<file path="config.mk">
export PLATFORM = sky130hd
export DESIGN_NAME = ps2_frame_gen
export DESIGN_NICKNAME = d
export VERILOG_FILES = /design/src/rtl/ps2_frame_gen.sv
export SDC_FILE = /design/constraint.sdc
export NUM_CORES = 1
export LEC_CHECK = 0
export BUFFER_PORTS_ARGS = -buffer_cell sky130_fd_sc_hd__buf_2
export CAP_MARGIN = 0
export CORE_MARGIN = 2
export CORE_UTILIZATION = 60
export CTS_BUF_LIST = sky130_fd_sc_hd__clkbuf_4 sky130_fd_sc_hd__clkbuf_8
export DETAILED_ROUTE_END_ITERATION = 10
export GPL_ROUTABILITY_DRIVEN = 0
export PLACE_DENSITY_LB_ADDON = 0.12
export SKIP_CTS_REPAIR_TIMING = 1
export SLEW_MARGIN = 15
export SYNTH_ARGS = -nofsm -noshare
export SYNTH_HDL_FRONTEND = slang
export SYNTH_SLANG_ARGS = --single-unit
</file>
<file path="constraint.sdc">
create_clock -name clk -period 2.85 [get_ports clk]
set_input_delay 0.285 -clock clk [delete_from_list [all_inputs] [get_ports clk]]
set_output_delay 0.285 -clock clk [all_outputs]
set_load 0.02 [all_outputs]
</file>
<file path="src/rtl/ps2_frame_gen.sv">
// ps2_frame_gen: PS/2 device-side frame generator.
// Queues host-written scancodes and serialises each as an 11-bit
// device-to-host frame {stop, parity, d[7:0], start}, LSB first.
// Ports:
//   clk, rst        system clock, asynchronous active-low reset
//   wr_en, wr_data  push a scancode into the queue
//   err_inject      sampled at pop; inverts that frame's parity bit
//   full, empty     registered queue status
//   busy            FSM is not IDLE
//   ovf             sticky: a write arrived while full
//   frames_sent     completed frames, wraps at 2^CNT_W
//   ps2_clk/data    registered PS/2 lines, idle high
module ps2_frame_gen #(
  parameter int FIFO_DEPTH  = 8,
  parameter int HALF_PERIOD = 4,
  parameter int GAP         = 16,
  parameter int CNT_W       = 16
) (
  input  logic             clk,
  input  logic             rst,
  input  logic             wr_en,
  input  logic [7:0]       wr_data,
  input  logic             err_inject,
  output logic             full,
  output logic             empty,
  output logic             busy,
  output logic             ovf,
  output logic [CNT_W-1:0] frames_sent,
  output logic             ps2_clk,
  output logic             ps2_data
);

  localparam int AW   = $clog2(FIFO_DEPTH);
  localparam int TMAX = (HALF_PERIOD > GAP) ? HALF_PERIOD : GAP;
  localparam int TW   = (TMAX > 1) ? $clog2(TMAX) : 1;
  localparam logic [TW-1:0] HP_LAST  = TW'(HALF_PERIOD - 1);
  localparam logic [TW-1:0] GAP_LAST = TW'((GAP > 0) ? GAP - 1 : 0);

  typedef enum logic [1:0] {IDLE, HIGH, LOW, WAIT} state_t;

  state_t           state_q, state_d;
  logic [TW-1:0]    tmr_q, tmr_d;
  logic [3:0]       bit_cnt_q, bit_cnt_d;
  logic [10:0]      shift_q, shift_d;
  logic             ps2_clk_q, ps2_clk_d;
  logic             ps2_data_q, ps2_data_d;
  logic [CNT_W-1:0] frames_sent_q, frames_sent_d;
  logic [AW-1:0]    wr_ptr_q, wr_ptr_d, rd_ptr_q, rd_ptr_d;
  logic [AW:0]      count_q, count_d;
  logic             full_q, full_d, empty_q, empty_d, ovf_q, ovf_d;
  logic [7:0]       mem_q [FIFO_DEPTH];
  logic [7:0]       head;
  logic             push, pop;

  // Full is judged on the registered flag, so a write while full is
  // dropped even if the FSM pops in the same cycle.
  assign push = wr_en & ~full_q;
  assign pop  = (state_q == IDLE) & ~empty_q;
  assign head = mem_q[rd_ptr_q];

  always_comb begin
    wr_ptr_d = wr_ptr_q;
    rd_ptr_d = rd_ptr_q;
    count_d  = count_q;
    if (push) wr_ptr_d = wr_ptr_q + AW'(1);
    if (pop)  rd_ptr_d = rd_ptr_q + AW'(1);
    case ({push, pop})
      2'b10:   count_d = count_q + (AW+1)'(1);
      2'b01:   count_d = count_q - (AW+1)'(1);
      default: count_d = count_q;
    endcase
    full_d  = (count_d == (AW+1)'(FIFO_DEPTH));
    empty_d = (count_d == '0);
    ovf_d   = ovf_q | (wr_en & full_q);
  end

  // Data only moves on entry to HIGH, giving a full half-period of setup
  // before each falling edge of ps2_clk.
  always_comb begin
    state_d       = state_q;
    tmr_d         = tmr_q;
    bit_cnt_d     = bit_cnt_q;
    shift_d       = shift_q;
    ps2_clk_d     = ps2_clk_q;
    ps2_data_d    = ps2_data_q;
    frames_sent_d = frames_sent_q;
    case (state_q)
      IDLE: begin
        if (!empty_q) begin
          shift_d    = {1'b1, (~^head) ^ err_inject, head, 1'b0};
          bit_cnt_d  = 4'd0;
          tmr_d      = '0;
          ps2_clk_d  = 1'b1;
          ps2_data_d = 1'b0;
          state_d    = HIGH;
        end
      end
      HIGH: begin
        if (tmr_q == HP_LAST) begin
          tmr_d     = '0;
          ps2_clk_d = 1'b0;
          state_d   = LOW;
        end else begin
          tmr_d = tmr_q + TW'(1);
        end
      end
      LOW: begin
        if (tmr_q == HP_LAST) begin
          tmr_d     = '0;
          ps2_clk_d = 1'b1;
          if (bit_cnt_q == 4'd10) begin
            frames_sent_d = frames_sent_q + CNT_W'(1);
            ps2_data_d    = 1'b1;
            state_d       = (GAP == 0) ? IDLE : WAIT;
          end else begin
            bit_cnt_d  = bit_cnt_q + 4'd1;
            shift_d    = {1'b0, shift_q[10:1]};
            ps2_data_d = shift_q[1];
            state_d    = HIGH;
          end
        end else begin
          tmr_d = tmr_q + TW'(1);
        end
      end
      WAIT: begin
        if (tmr_q == GAP_LAST) begin
          tmr_d   = '0;
          state_d = IDLE;
        end else begin
          tmr_d = tmr_q + TW'(1);
        end
      end
      default: state_d = IDLE;
    endcase
  end

  always_ff @(posedge clk or negedge rst) begin
    if (!rst) begin
      state_q       <= IDLE;
      tmr_q         <= '0;
      bit_cnt_q     <= 4'd0;
      shift_q       <= '1;
      ps2_clk_q     <= 1'b1;
      ps2_data_q    <= 1'b1;
      frames_sent_q <= '0;
      wr_ptr_q      <= '0;
      rd_ptr_q      <= '0;
      count_q       <= '0;
      full_q        <= 1'b0;
      empty_q       <= 1'b1;
      ovf_q         <= 1'b0;
    end else begin
      state_q       <= state_d;
      tmr_q         <= tmr_d;
      bit_cnt_q     <= bit_cnt_d;
      shift_q       <= shift_d;
      ps2_clk_q     <= ps2_clk_d;
      ps2_data_q    <= ps2_data_d;
      frames_sent_q <= frames_sent_d;
      wr_ptr_q      <= wr_ptr_d;
      rd_ptr_q      <= rd_ptr_d;
      count_q       <= count_d;
      full_q        <= full_d;
      empty_q       <= empty_d;
      ovf_q         <= ovf_d;
    end
  end

  // Storage needs no reset: the pointers define what is valid.
  always_ff @(posedge clk) begin
    if (push) mem_q[wr_ptr_q] <= wr_data;
  end

  assign full        = full_q;
  assign empty       = empty_q;
  assign busy        = (state_q != IDLE);
  assign ovf         = ovf_q;
  assign frames_sent = frames_sent_q;
  assign ps2_clk     = ps2_clk_q;
  assign ps2_data    = ps2_data_q;

endmodule
</file>
==> reports/results.txt, run 1 <==
R2R Path End = empty$_DFF_PN1_
Root Driver = clkbuf_8
Unrepaired setup endpoints after global routing = false
Worst Hold Path EP = ovf$_DFF_PN0_
CORE AREA = 0.00818 mm²
Post-Syn Instances = 345
Hold Crit Depth = 2
Post-DRT Antenna Nets = 0
Worst Path Max Fanout = 5
Syn_nets = 370
Nets = 427
Detailed Routing Iterations Pass 1 = 4
Die width = 95.5 µm
Worst hold start = wr_en
Clk_skew = 15.7 ps
Vias after detailed routing = 2861
CTS sink count = 115
Top-area cell type share of the netlist area = 38.2%
H-tree depth = 4
# IOs = 34
Post-route minimum period = 2610 ps
Site Rows = 33
Comb pwr share = 34.7%
WL/cell = 16.9 µm
Clk_lat worst skew = 430 ps
Clock Path Buffers = 2
Total grt overflow = 0
Arrival @ worst endpoint = 2930 ps
Final WS setup = 242 ps
Leading cell type in the layout, fill and taps excluded = edfxtp_1
DP Worst Slack = 306 ps
Status = finished, final reports clean
Dpl cell area = 0.00538 mm²
Initial Utilization = 61.5%
Synth area leader = edfxtp_1
Crit Path Class = reg2reg
Die area = 0.00913 mm²
Net Sw Frac = 32.5%
Crit. End Element = flip-flop
First-pass GRT wire length = 14.3 mm
Layout cells sized above 1 = 26.5%
Reg2reg setup slack = 240 ps
Area Growth Syn to Fin = 16.0%
Sequential area share after synthesis = 64.0%
Vias per inst = 5.50
Clock power share = 26.5%
CTS tree = built
Post-synth EDFFs = 64
Launch point of the worst reg-to-reg path = state_q[1]$_DFFE_PN0P_
Port buffer count = 33
Largest net degree at the start of global routing = 24
Final instance area = 0.00583 mm²
Max Clk Rate = 383 MHz
Residual DRC count = 0
Synth top area cells = edfxtp_1 38%, dfrtp_1 19%, dfstp_2 6.8%
Antenna violations before repair = 0
P_leak = 2.38 nW
Drt first-iter violations = 162
Post-synth top flop = edfxtp_1
Flop pwr share = 38.8%
HPWL after DPL = 5.79 mm
Number of distinct library cells after synthesis = 44
Maxcap violations = 0
GRT Total Usage = 22.0%
Worst hold-check path type = in2reg
Actual slew at the worst max-slew pin = 704 ps
Synthesized flop and latch total = 115
Die span in y = 95.5 µm
Relative slew slack = 53.1%
Pwr Density = 1070 mW/mm²
CP Data Required Time = 3170 ps
Internal = 4.22 mW
Net switching power = 2.03 mW
Mapped cell area = 0.00503 mm²
Vias in the first global route = 2804
Setup Total Neg Slack = 0 ps
Ant. Diodes = 0
Post-Syn Area per Cell = 14.6 µm²
Clock transition at path regs = 70 ps
WL final = 8.77 mm
Final number of max-transition violations = 0
R2R depth = 10
Final Cycle Share = 91.5%
Async SR Flop Fraction = 44.3%
Setup violations, final = 0
CTS buffer count = 17
Max VDD drop = 0.622 mV
Final Hold Fails = 0
Yosys warns = 0
Most frequent cells in the layout = 64 x edfxtp_1, 38 x dfrtp_1, 36 x nand2_1
Type of origin of the critical path = flip-flop
[power groups by stage]
stage               Clock (mW)  Combinational, mW  Sequential (mW)
floorplan                    0               1.82             2.34
global placement             0               2.12             2.44
detailed placement           0               2.17             2.46
CTS                       1.70               2.19             2.43
global route              1.77               2.41             2.47
finish                    1.66               2.17             2.42
[cell usage after synthesis (2+ instances only)]
cell type,number
dfstp_2,13
nor2_1,24
buf_2,2
xnor2_1,23
inv_1,5
edfxtp_1,64
a21o_1,2
ha_1,13
mux2i_1,9
and3_1,5
a211oi_1,2
a21oi_1,10
nand2b_1,4
mux4_2,7
o31ai_1,3
o21ai_0,8
clkbuf_1,7
xor2_1,7
nor3_1,5
nor2b_1,3
nand2_1,36
nand4b_1,2
mux2_2,6
a31oi_1,2
dfrtp_1,38
nand4_1,3
o21ai_1,9
and2_1,2
nand3_1,7
nor4b_1,2
mux4_1,9
[final cells by class]
class                   count  area [µm²]
flip-flops and latches    115        3210
fillers                   541        2340
multi-input cells         212        1710
repair buffers             50         308
clock buffers              18         241
clock inverters            14         199
well taps                 105         131
inverters                   6        22.5
[through the flow]
step	instances	util [%]	power [mW]	hold WS [ps]
detailed placement	487	65.8	4.62	243
finish	520	71.3	6.25	85.7
global route	520	71.3	6.66	63.3
floorplan	345	-	4.16	-10.6
global placement	487	65.8	4.57	236
CTS	519	71.2	6.32	-230
[how the worst max path moves through the flow]
| stage | end | from |
|---|---|---|
| 2_1_floorplan | empty$_DFF_PN1_ | state_q[0]$_DFFE_PN0P_ |
| 3_3_place_gp | empty$_DFF_PN1_ | state_q[0]$_DFFE_PN0P_ |
| 3_5_place_dp | empty$_DFF_PN1_ | state_q[1]$_DFFE_PN0P_ |
| 4_1_cts | empty$_DFF_PN1_ | state_q[1]$_DFFE_PN0P_ |
| 5_1_grt | empty$_DFF_PN1_ | state_q[1]$_DFFE_PN0P_ |
| 6_report | empty$_DFF_PN1_ | state_q[1]$_DFFE_PN0P_ |
[metal layers]
layer / share of wire [%] / track usage (%)
met2: 49 / 34.1
met1: 45 / 29.4
met4: 1.1 / 8.93
met3: 4.7 / 6.40
met5: 0 / 0
[flip-flops by register name, summed over array words and instances (netlist names)]
name,count
mem_q,64
frames_sent,16
shift_q,10
bit_cnt_q,4
count_q,4
tmr_q,4
rd_ptr_q,3
wr_ptr_q,3
state_q,2
empty,1
full,1
ovf,1
ps2_clk,1
ps2_data,1
[kinds of logic (layout without fill, tap and decap cells)]
group | after synthesis | after routing | synth area share, %
xor+xnor | 32 | 32 | 6.00
compound gates | 39 | 39 | 4.53
mux | 32 | 32 | 11.4
flops | 115 | 115 | 64.0
buf+inv | 18 | 88 | 1.94
fa+ha+maj | 13 | 13 | 3.24
simple gates | 96 | 96 | 8.91
[worst max-delay path, stage by stage (launching register included)]
cell      delay (ps)
dfrtp_1          430
inv_1            110
ha_1             210
nor2b_1          150
buf_4            150
ha_1             220
nor4b_1          320
a211oi_1          90
a211oi_1         370
xnor2_1          210
nor4b_1          250
Note: power is estimated with default switching activity, not from simulation.
==> run 2: changes to the inputs <==
REMOVE_ABC_BUFFERS = 1   (was unset)
==> run 2 against run 1 <==
Against the previous run:
- via count increased by 1.4%
- die area unchanged
- clock skew increased by 2.5 ps
- combinational power is essentially flat
- first-iteration DRC count fell by 8.6%
==> reports/results.txt, run 2 (same netlist as run 1, synthesis figures left out) <==
Vias in the first global route = 2853 (was 2804)
Detailed Routing Iterations Pass 1 = 4 (unchanged)
Worst hold start = wr_en (unchanged)
Most frequent cells in the layout = 64 x edfxtp_1, 38 x dfrtp_1, 36 x nand2_1 (unchanged)
Pwr Density = 1070 mW/mm² (about the same)
Initial Utilization = 61.5% (unchanged)
CORE AREA = 0.00818 mm² (unchanged)
GRT Total Usage = 22.1% (was 22.0%)
Layout cells sized above 1 = 26.6% (was 26.5%)
Final Hold Fails = 0 (unchanged)
Site Rows = 33 (unchanged)
Nets = 426 (was 427)
Clk_skew = 18.2 ps (was 15.7 ps)
Largest Register = mem_q (unchanged)
Net Sw Frac = 34.5% (was 32.5%)
Crit Path Class = reg2reg (unchanged)
Placed Instances = 486 (was 487)
Residual DRC count = 0 (unchanged)
CTS tree = built (unchanged)
Power Total = 6.18 mW (was 6.25 mW)
Vias after detailed routing = 2902 (was 2861)
Die span in y = 95.5 µm (unchanged)
Final cell count without fillers = 519 (was 520)
H-tree depth = 4 (unchanged)
Crit. End Element = flip-flop (unchanged)
Antenna violations before repair = 0 (unchanged)
Final WS setup = 289 ps (was 242 ps)
DP Worst Slack = 283 ps (was 306 ps)
Ant. Diodes = 0 (unchanged)
Net switching power = 2.13 mW (was 2.03 mW)
Launch point of the worst reg-to-reg path = rd_ptr_q[0]$_DFFE_PN0P_ (was state_q[1]$_DFFE_PN0P_)
Flop pwr share = 39.6% (was 38.8%)
HPWL after DPL = 6.11 mm (was 5.79 mm)
Setup violations, final = 0 (unchanged)
Worst Setup SP = rd_ptr_q[0]$_DFFE_PN0P_ (was state_q[1]$_DFFE_PN0P_)
Largest net degree at the start of global routing = 22 (was 24)
P_leak = 2.36 nW (was 2.38 nW)
Max VDD drop = 0.603 mV (was 0.622 mV)
Setup Total Neg Slack = 0 ps (unchanged)
Total grt overflow = 0 (unchanged)
CTS sink count = 115 (unchanged)
Clk_lat worst skew = 440 ps (was 430 ps)
Max Clk Rate = 390 MHz (was 383 MHz)
Area Growth Syn to Fin = 15.3% (was 16.0%)
Worst hold-check path type = in2reg (unchanged)
First-pass GRT wire length = 14.2 mm (was 14.3 mm)
WL/cell = 17.4 µm (was 16.9 µm)
Actual slew at the worst max-slew pin = 700 ps (was 704 ps)
Clock transition at path regs = 70 ps (about the same)
Relative slew slack = 53.4% (was 53.1%)
Clock power share = 25.4% (was 26.5%)
Comb pwr share = 35.0% (was 34.7%)
Post-route minimum period = 2560 ps (was 2610 ps)
Unrepaired setup endpoints after global routing = false (unchanged)
Dpl cell area = 0.00536 mm² (was 0.00538 mm²)
Max reg flops = 64 (unchanged)
# IOs = 34 (unchanged)
Port buffer count = 33 (unchanged)
Die area = 0.00913 mm² (unchanged)
Drt first-iter violations = 148 (was 162)
Vias per inst = 5.59 (was 5.50)
Clock Path Buffers = 2 (unchanged)
CP Data Required Time = 3210 ps (was 3170 ps)
Arrival @ worst endpoint = 2920 ps (was 2930 ps)
CTS buffer count = 17 (unchanged)
Fillers = 546 (was 541)
Final Cycle Share = 89.9% (was 91.5%)
Final number of max-transition violations = 0 (unchanged)
Die width = 95.5 µm (unchanged)
Root Driver = clkbuf_8 (unchanged)
Status = finished, final reports clean (unchanged)
Post-DRT Antenna Nets = 0 (unchanged)
Type of origin of the critical path = flip-flop (unchanged)
Worst Path Max Fanout = 10 (was 5)
WL final = 9.05 mm (was 8.77 mm)
Maxcap violations = 0 (unchanged)
Leading cell type in the layout, fill and taps excluded = edfxtp_1 (unchanged)
Internal = 4.05 mW (was 4.22 mW)
Final instance area = 0.00580 mm² (was 0.00583 mm²)
run 2: cell count changes in the layout (fill, tap and decap cells not counted):
cell / delta
clkinv_8: +1
buf_12: -1
clkinv_2: -2
inv_6: +2
clkbuf_4: -1
nor4b_2: +1
nor4b_1: -1
inv_8: +2
bufinv_16: -2
run 2: per-stage QoR:
stage	utilization (%)	hold WS [ps]
after floorplan	-	-10.6
after global placement	65.6	271
after detailed placement	65.6	271
after CTS	70.7	-204
after global routing	70.9	44.3
final	70.9	62.1
run 2: layout make-up:
cell class	instances	area (µm²)	share of cell area, %
clock buffer	17	234	4.04
tap	105	131	2.27
inverter	6	22.5	0.389
multi-input combinational	212	1720	29.7
timing repair buffer	49	288	4.97
sequential	115	3210	55.5
clock inverter	15	185	3.20
run 2: power groups by stage:
stage / Sequential [mW] / Clock (mW) / Combinational, mW
after global placement: 2.46 / 0 / 2.09
after CTS: 2.45 / 1.60 / 2.16
after detailed placement: 2.48 / 0 / 2.14
final: 2.45 / 1.57 / 2.16
after floorplan: 2.44 / 0 / 1.62
after global routing: 2.49 / 1.68 / 2.40
run 2: metal layers:
layer / track usage [%] / vias up / wire length, µm
met5: 0 / - / 0
met1: 29.7 / 1452 / 4230
met4: 7.98 / 0 / 120
li1: - / 1392 / -
met2: 33.3 / 47 / 4370
met3: 8.22 / 11 / 317
run 2: final timing paths:
path,to,cells past startpoint,slack (ps)
setup / recovery,shift_q[9]$_DFFE_PN1P_,7,290
hold / removal,ovf$_DFF_PN0_,2,60
setup reg to reg,shift_q[9]$_DFFE_PN1P_,7,290
hold reg to reg,ovf$_DFF_PN0_,1,460
max in group asynchronous,empty$_DFF_PN1_,3,1860
min in group asynchronous,frames_sent[9]$_DFFE_PN0P_,2,340
run 2: critical path: stages, from the launching register on:
cell     delay [ps]
dfrtp_1         650
mux4_1          680
mux2i_4         210
xor2_1          160
xnor3_1         410
xnor2_1         170
mux2i_1          90
o21ai_1         120
